--- config.mk ---
export PLATFORM = sky130hd
export DESIGN_NAME = ctrl_unit_flat
export DESIGN_NICKNAME = d
export VERILOG_FILES = /design/src/rtl/ctrl_unit_if.sv /design/src/rtl/ctrl_unit.sv /design/src/flat_wrapper.sv
export SDC_FILE = /design/constraint.sdc
export NUM_CORES = 1
export LEC_CHECK = 0
export CORE_MARGIN = 4
export CORE_UTILIZATION = 26
export DETAILED_ROUTE_END_ITERATION = 10
export GPL_TIMING_DRIVEN = 1
export PLACE_DENSITY = 0.74
export REMOVE_ABC_BUFFERS = 1
export SYNTH_ARGS = -nofsm -noshare
export SYNTH_HDL_FRONTEND = slang
export SYNTH_SLANG_ARGS = --single-unit
--- constraint.sdc ---
create_clock -name clk -period 0.8 [get_ports clk]
set_input_delay 0.08 -clock clk [delete_from_list [all_inputs] [get_ports clk]]
set_output_delay 0.08 -clock clk [all_outputs]
set_load 0.05 [all_outputs]
--- src/rtl/ctrl_unit_if.sv ---
// Control bus between the instruction-decode block and the datapath.
// The datapath drives the instruction fields and branch result; the control
// unit returns the decoded control word and its load-wait state bit.
// No valid/ready handshake exists here: every field is a level that the
// control unit resolves combinationally in the same cycle it is presented.
interface ctrl_unit_if;
  logic [4:0] opcode;
  logic [2:0] func3;
  logic [6:0] func7;
  logic       b;
  logic [2:0] imm_type;
  logic       alu1_sel;
  logic       alu2_sel;
  logic [3:0] alu_op;
  logic [2:0] cmp_op;
  logic       rf_we;
  logic [1:0] wb_sel;
  logic       dmem_we;
  logic       dmem_re;
  logic [2:0] mem_type;
  logic [1:0] pc_sel;
  logic       pc_we;
  logic       illegal;
  logic       load_wait;

  modport master (
    output opcode, func3, func7, b,
    input  imm_type, alu1_sel, alu2_sel, alu_op, cmp_op, rf_we, wb_sel,
           dmem_we, dmem_re, mem_type, pc_sel, pc_we, illegal, load_wait
  );

  modport slave (
    input  opcode, func3, func7, b,
    output imm_type, alu1_sel, alu2_sel, alu_op, cmp_op, rf_we, wb_sel,
           dmem_we, dmem_re, mem_type, pc_sel, pc_we, illegal, load_wait
  );
endinterface

--- src/rtl/ctrl_unit.sv ---
// RV32I decode/control unit. Pure combinational decode of opcode/func3/
// func7/b, plus a one-bit FSM that holds the PC for one extra cycle on loads
// so the data memory result is written back in the second cycle.
module ctrl_unit (
  input logic       clk,
  input logic       rst,
  ctrl_unit_if.slave bus
);

  localparam logic [4:0] OPC_LUI    = 5'b01101;
  localparam logic [4:0] OPC_AUIPC  = 5'b00101;
  localparam logic [4:0] OPC_JAL    = 5'b11011;
  localparam logic [4:0] OPC_JALR   = 5'b11001;
  localparam logic [4:0] OPC_BRANCH = 5'b11000;
  localparam logic [4:0] OPC_LOAD   = 5'b00000;
  localparam logic [4:0] OPC_STORE  = 5'b01000;
  localparam logic [4:0] OPC_OP     = 5'b01100;
  localparam logic [4:0] OPC_OP_IMM = 5'b00100;

  localparam logic [2:0] IMM_NONE = 3'b000;
  localparam logic [2:0] IMM_U    = 3'b001;
  localparam logic [2:0] IMM_J    = 3'b010;
  localparam logic [2:0] IMM_S    = 3'b011;
  localparam logic [2:0] IMM_I    = 3'b100;
  localparam logic [2:0] IMM_B    = 3'b101;

  localparam logic [3:0] ALU_ADD  = 4'b0000;
  localparam logic [3:0] ALU_PASS = 4'b1111;

  typedef enum logic {IDLE = 1'b0, WAIT = 1'b1} state_t;

  state_t state, state_nxt;

  logic [2:0] imm_type;
  logic       alu1_sel;
  logic       alu2_sel;
  logic [3:0] alu_op;
  logic [2:0] cmp_op;
  logic       rf_we;
  logic [1:0] wb_sel;
  logic       dmem_we;
  logic       dmem_re;
  logic [2:0] mem_type;
  logic [1:0] pc_sel;
  logic       pc_we;
  logic       illegal;

  // Only func7[5] selects SUB/SRA; the remaining bits are deliberately ignored.
  logic unused_func7;
  assign unused_func7 = ^{bus.func7[6], bus.func7[4:0]};

  // State register: reset always returns to IDLE, aborting a pending load.
  always_ff @(posedge clk) begin
    if (rst) state <= IDLE;
    else     state <= state_nxt;
  end

  // Next state: a load in IDLE enters WAIT; WAIT always lasts exactly one cycle.
  always_comb begin
    state_nxt = state;
    case (state)
      IDLE:    if (bus.opcode == OPC_LOAD) state_nxt = WAIT;
      WAIT:    state_nxt = IDLE;
      default: state_nxt = IDLE;
    endcase
  end

  // Outputs: opcode decode, then load-wait overrides, then reset gating of enables.
  always_comb begin
    imm_type = IMM_NONE;
    alu1_sel = 1'b0;
    alu2_sel = 1'b0;
    alu_op   = ALU_ADD;
    cmp_op   = 3'b000;
    rf_we    = 1'b0;
    wb_sel   = 2'b00;
    dmem_we  = 1'b0;
    dmem_re  = 1'b0;
    mem_type = 3'b000;
    pc_sel   = 2'b00;
    pc_we    = 1'b1;
    illegal  = 1'b0;

    case (bus.opcode)
      OPC_LUI: begin
        imm_type = IMM_U;
        alu2_sel = 1'b1;
        alu_op   = ALU_PASS;
        rf_we    = 1'b1;
      end
      OPC_AUIPC: begin
        imm_type = IMM_U;
        alu1_sel = 1'b1;
        alu2_sel = 1'b1;
        rf_we    = 1'b1;
      end
      OPC_JAL: begin
        imm_type = IMM_J;
        alu1_sel = 1'b1;
        alu2_sel = 1'b1;
        rf_we    = 1'b1;
        wb_sel   = 2'b10;
        pc_sel   = 2'b01;
      end
      OPC_JALR: begin
        imm_type = IMM_I;
        alu2_sel = 1'b1;
        rf_we    = 1'b1;
        wb_sel   = 2'b10;
        pc_sel   = 2'b10;
      end
      OPC_BRANCH: begin
        imm_type = IMM_B;
        cmp_op   = bus.func3;
        pc_sel   = bus.b ? 2'b01 : 2'b00;
      end
      OPC_LOAD: begin
        // First cycle issues the read but stalls the PC and defers the write.
        imm_type = IMM_I;
        alu2_sel = 1'b1;
        dmem_re  = 1'b1;
        mem_type = bus.func3;
        wb_sel   = 2'b01;
        pc_we    = 1'b0;
      end
      OPC_STORE: begin
        imm_type = IMM_S;
        alu2_sel = 1'b1;
        dmem_we  = 1'b1;
        mem_type = bus.func3;
      end
      OPC_OP: begin
        alu_op = {bus.func7[5], bus.func3};
        rf_we  = 1'b1;
      end
      OPC_OP_IMM: begin
        // Only the shift-right immediates carry an arithmetic flag in func7.
        imm_type = IMM_I;
        alu2_sel = 1'b1;
        alu_op   = {(bus.func3 == 3'b101) ? bus.func7[5] : 1'b0, bus.func3};
        rf_we    = 1'b1;
      end
      default: begin
        illegal = 1'b1;
      end
    endcase

    // Second load cycle commits the write-back and releases the PC,
    // regardless of what instruction is now presented.
    if (state == WAIT) begin
      rf_we   = 1'b1;
      pc_we   = 1'b1;
      dmem_re = 1'b1;
    end

    if (rst) begin
      rf_we   = 1'b0;
      dmem_we = 1'b0;
      dmem_re = 1'b0;
      pc_we   = 1'b0;
    end
  end

  assign bus.imm_type  = imm_type;
  assign bus.alu1_sel  = alu1_sel;
  assign bus.alu2_sel  = alu2_sel;
  assign bus.alu_op    = alu_op;
  assign bus.cmp_op    = cmp_op;
  assign bus.rf_we     = rf_we;
  assign bus.wb_sel    = wb_sel;
  assign bus.dmem_we   = dmem_we;
  assign bus.dmem_re   = dmem_re;
  assign bus.mem_type  = mem_type;
  assign bus.pc_sel    = pc_sel;
  assign bus.pc_we     = pc_we;
  assign bus.illegal   = illegal;
  assign bus.load_wait = (state == WAIT);

endmodule

--- src/flat_wrapper.sv ---
// flat-port wrapper written by rule: the top's interface ports become plain ports
module ctrl_unit_flat 
  (clk, rst, bus_opcode, bus_func3, bus_func7, bus_b, bus_imm_type, bus_alu1_sel, bus_alu2_sel, bus_alu_op, bus_cmp_op, bus_rf_we, bus_wb_sel, bus_dmem_we, bus_dmem_re, bus_mem_type, bus_pc_sel, bus_pc_we, bus_illegal, bus_load_wait);
  ctrl_unit_if bus_i ();
  input logic clk;
  input logic rst;
  input wire logic [$bits(bus_i.opcode)-1:0] bus_opcode;
  input wire logic [$bits(bus_i.func3)-1:0] bus_func3;
  input wire logic [$bits(bus_i.func7)-1:0] bus_func7;
  input wire logic [$bits(bus_i.b)-1:0] bus_b;
  output wire logic [$bits(bus_i.imm_type)-1:0] bus_imm_type;
  output wire logic [$bits(bus_i.alu1_sel)-1:0] bus_alu1_sel;
  output wire logic [$bits(bus_i.alu2_sel)-1:0] bus_alu2_sel;
  output wire logic [$bits(bus_i.alu_op)-1:0] bus_alu_op;
  output wire logic [$bits(bus_i.cmp_op)-1:0] bus_cmp_op;
  output wire logic [$bits(bus_i.rf_we)-1:0] bus_rf_we;
  output wire logic [$bits(bus_i.wb_sel)-1:0] bus_wb_sel;
  output wire logic [$bits(bus_i.dmem_we)-1:0] bus_dmem_we;
  output wire logic [$bits(bus_i.dmem_re)-1:0] bus_dmem_re;
  output wire logic [$bits(bus_i.mem_type)-1:0] bus_mem_type;
  output wire logic [$bits(bus_i.pc_sel)-1:0] bus_pc_sel;
  output wire logic [$bits(bus_i.pc_we)-1:0] bus_pc_we;
  output wire logic [$bits(bus_i.illegal)-1:0] bus_illegal;
  output wire logic [$bits(bus_i.load_wait)-1:0] bus_load_wait;
  assign bus_i.opcode = bus_opcode;
  assign bus_i.func3 = bus_func3;
  assign bus_i.func7 = bus_func7;
  assign bus_i.b = bus_b;
  assign bus_imm_type = bus_i.imm_type;
  assign bus_alu1_sel = bus_i.alu1_sel;
  assign bus_alu2_sel = bus_i.alu2_sel;
  assign bus_alu_op = bus_i.alu_op;
  assign bus_cmp_op = bus_i.cmp_op;
  assign bus_rf_we = bus_i.rf_we;
  assign bus_wb_sel = bus_i.wb_sel;
  assign bus_dmem_we = bus_i.dmem_we;
  assign bus_dmem_re = bus_i.dmem_re;
  assign bus_mem_type = bus_i.mem_type;
  assign bus_pc_sel = bus_i.pc_sel;
  assign bus_pc_we = bus_i.pc_we;
  assign bus_illegal = bus_i.illegal;
  assign bus_load_wait = bus_i.load_wait;
  ctrl_unit u_core (.clk(clk), .rst(rst), .bus(bus_i));
endmodule
==> results of run 1 <==
repair_timing:
item | CTS
cloned | 2
hold buffers | 0
setup buffers | 2
resized for setup | 79
pin swaps | 18
endpoints found under the hold margin | 0
setup endpoints to repair | 25
per-stage QoR:
stage | utilization (%) | std cells | hold WS (ns) | TNS (ns)
after floorplan | - | 55 | 0.1495 | -11.61
after global placement | 76.89 | 127 | 0.5782 | -18.65
after detailed placement | 76.89 | 127 | 0.6039 | -19.42
after CTS | 94.06 | 131 | 0.5054 | -6.701
kinds of logic after synthesis:
family          count (synthesis)
compound gates                 14
buf+inv                         8
flops                           1
simple gates                   37
synth_stat cells, types with 2 or more instances:
cell type | number | area [um^2]
a21oi_1 | 7 | 35.03
and3_1 | 3 | 18.77
buf_2 | 2 | 10.01
buf_6 | 2 | 22.52
inv_1 | 3 | 11.26
nand2_1 | 3 | 11.26
nand2b_1 | 4 | 25.02
nor2_1 | 4 | 15.01
nor2b_1 | 2 | 12.51
nor4b_2 | 3 | 45.04
o22ai_1 | 2 | 12.51
or3_1 | 3 | 18.77
or3b_1 | 2 | 17.52
==> results by group, run 1 <==
Outcome
  • Status: did not finish
  • Exit stage: 5_1_grt
  • Log Error: [ERROR DPL-0038] Utilization greater than 100%, impossible to legalize

Place
  • Dpl hpwl: 1385 um
  • Post-placement setup slack: -0.8595 ns
  • Cell area after placement: 1199 um^2
  • Port bufs: 36
  • Gpl congestion: 0.7652

Synthesis
  • Post-synthesis mux area share: 0%
  • Post-synth EDFFs: 0
  • Adder-cell share of the synthesized area: 0%
  • Primary FF master, synth: dfxtp_1
  • Synth Instances: 60
  • Yosys warns: 0
  • Mean Syn Cell Area: 7.424 um^2
  • Synth async-reset ratio: 0%
  • Mapped Area: 445.4 um^2
  • Xor and xnor area share after synthesis: 0%
  • Complex-gate fraction of the synthesized area: a little over a fifth
  • Sequential fraction of the synthesis area: approximately 4.5%
  • Synth cell types: 33
  • Synth Register Bits: 1
  • Simple-gate portion of the synthesized area: 62.64%
  • Largest family of logic cells by synthesized area: simple AND/OR/NAND/NOR gates

Die
  • Die W: 49.39 um
  • Initial core utilization: 28.57%
  • IO Count: 43
  • Rows: 14
  • Chip height: 49.39 um

Global routing
  • Largest net degree at the start of global routing: 11

STA
  • Worst_ep grt: bus_pc_sel[0]
  • Worst endpoint type: top-level output
==> inputs of run 2 (changes only) <==
- CORE_AREA: not set -> 4 4 65 67
- CORE_MARGIN: 4 -> not set
- CORE_UTILIZATION: 26 -> not set
- DIE_AREA: not set -> 0 0 69 71
- PLACE_DENSITY: 0.74 -> not set
- PLACE_DENSITY_LB_ADDON: not set -> 0.15
- clock period: 0.8 -> 1 ns (I/O delays scaled with it)
==> results by group, run 2 <==
Outcome
  • Status: finished with violations
  • Failing checks: setup timing

Detailed routing
  • Drt via density: 4.286
  • Vias: 780
  • DR pass1 iterations: 4
  • Wirelength per Cell: 14.42 um
  • WL final: about 2600 um
  • Post-route ant nets: 0
  • DRC errors left: 0
  • First DRT Iteration DRCs: 15

Power
  • VDD IR max: 0.0002050 V
  • Sw Ratio: 44.55%
  • Clk pwr share: 0%
  • Power Total: 712.5 uW
  • Leak Pwr: between 0.0007 and 0.0008 uW
  • Combinational power share: 94.2%
  • Power per Cell Area: 403.6 nW/um^2
  • Internal: 395.1 uW
  • Sequential fraction of design power: 5.8%
  • Reported net switching power: 317.5 uW

Die
  • Core area: 3633 um^2
  • Die W: between 60 and 70 um
  • Initial core utilization: 12.26%
  • Chip height: 71 um
  • Rows: 22
  • DIE AREA: 4899 um^2
  • IO Count: 43

Synthesis
  • Share of the synthesized area in the top cell type: 10.11%
  • Sequential fraction of the synthesis area: 4.494%
  • Synth Instances: 60
  • Synth area leaders: nor4b_2 10%, a21oi_1 7.9%, nand2b_1 5.6%
  • Largest area contributor in the synthesized netlist: nor4b_2
  • Yosys warns: 0
  • Post-synth EDFFs: 0
  • Synth cell types: 33
  • Commonest cells post-synth: 7 x a21oi_1, 4 x nand2b_1, 4 x nor2_1
  • Mapped Area: 445.4 um^2
  • Mean Syn Cell Area: 7.424 um^2
  • Synth async-reset ratio: 0%
  • Top-count cell post-synth: a21oi_1
  • Primary FF master, synth: dfxtp_1
  • Synth Register Bits: 1

Place
  • Port bufs: 36
  • Dpl hpwl: between 1500 and 2000 um
  • Gpl congestion: 0.7261
  • Cell Count Post-Placement: 162
  • Post-placement setup slack: -0.7163 ns

Worst hold path
  • Worst min-delay path category: in -> reg

Global routing
  • Vias in the first global route: 869
  • Largest net degree at the start of global routing: 11
  • First-pass GRT wire length: 4126 um
  • Global route total overflow: 0
  • Total Routing Usage GR: 9.770%
  • Initial antenna violation count: 0

Final layout
  • Share of layout cells above drive strength 1: 82.09%
  • Diode count: 0
  • Max reg flops: 1
  • Final Core Density: between 40 and 50%
  • Final net count: ~150
  • Commonest non-fill, non-tap cell in the layout: buf_4
  • Sequential cell area: 20.02 um^2
  • Most frequent cells in the layout: 31 x buf_4, 26 x buf_12, 8 x buf_6
  • P&R area growth vs syn: 296.3%
  • Area of the multi-input gates: 634.4 um^2
  • Layout Cells excl Fill: 182
  • Number of fillers in the final layout: 347

Setup path
  • CP arrival: 1.13 ns
  • Startpoint types: input pin
  • Slowest-stage cell, CP: or3_4
  • Crit-path max cell delay: 0.37 ns
  • Crit-path max FO: 6
  • Cell Chain, Critical Path: buf_8 > buf_16 > buf_4 > or3_4 > o22ai_4 > buf_12
  • Data required, critical path: 0.90 ns
  • Critical path class: in -> out
  • CP Capture Type: primary output

STA
  • Slew Limit Fails: 0
  • RSZ-0062 raised after global routing: yes
  • Period utilization: 123.1%
  • Final worst path period need: 1.231 ns
  • Setup TNS: -2.863 ns
  • Setup ws final: -0.2305 ns
  • Clk_skew: 0 ns
  • Fmax: 812.7 MHz
  • Final setup vio count: 24
  • Slew margin rel.: 72.93%
  • Tightest Pin Transition: 0.4045 ns
  • Hold Fails Final Rpt: 0

Clocking
  • Post-CTS Hold Fix Bufs: 0
  • Worst-path clk slew: 0 ns
  • Skew-Pair Late Insertion Delay: 0 ns

Job
  • Max-Cap Viols: 0
-- run 2: final timing paths --
check | start | end | slack [ns] | cells after the start
setup / recovery | bus_opcode[0] | bus_dmem_re | -0.23 | 6
hold / removal | rst | u_core.bus.load_wait | 0.44 | 3
setup reg to reg | u_core.bus.load_wait | u_core.bus.load_wait | 0.26 | 2
hold reg to reg | u_core.bus.load_wait | u_core.bus.load_wait | 0.62 | 2
-- run 2: final cells by class --
type / count / area share [%]
tap: 48 / 3.402
timing repair buffer: 79 / 58.75
sequential: 1 / 1.134
inverter: 3 / 0.7796
multi-input combinational: 51 / 35.93
-- run 2: cells by family (layout without fill, tap and decap cells) --
kind of cell	after synthesis	count (layout)	synth area share [%]
buf+inv	8	82	11.52
simple gates	37	37	62.64
compound gates	14	14	21.35
flops	1	1	4.495
-- run 2: worst max-delay path, delay by kind of cell --
family	cells	cell delay, ns
simple gates	1	0.37
buf+inv	4	0.53
compound gates	1	0.13
-- run 2: power groups by stage --
| stage | Sequential (uW) | Clock [uW] | Combinational (uW) |
|---|---|---|---|
| 6_report | 41.6 | 0 | 671 |
| 3_5_place_dp | 41.4 | 0 | 470 |
| 5_1_grt | 41.6 | 0 | 703 |
| 2_1_floorplan | 42.8 | 0 | 176 |
| 4_1_cts | 41.6 | 0 | 604 |
| 3_3_place_gp | 41.4 | 0 | 468 |
-- run 2: stage by stage --
| step | instance area [um^2] | hold slack, ns |
|---|---|---|
| final | 1765 | 0.4418 |
| after floorplan | 405.4 | 0.1695 |
| after global placement | 1261 | 0.5881 |
| after CTS | 1609 | 0.5407 |
| after global routing | 1765 | 0.4595 |
| after detailed placement | 1261 | 0.5812 |
-- run 2: what timing repair did --
item	4_1_cts	5_1_grt
hold endpoints to repair	0	0
pin swaps	23	19
cloned	1	1
setup buffers	14	8
resized for setup	78	31
setup endpoints to repair	25	25
-- run 2: metal layers --
layer,vias up,track usage (%),wire (um)
met4,0,0,40
li1,375,-,-
met5,-,0,0
met2,29,18.33,1447
met1,372,12.02,987
met3,4,2.273,149
(Power assumes the default switching activity.)
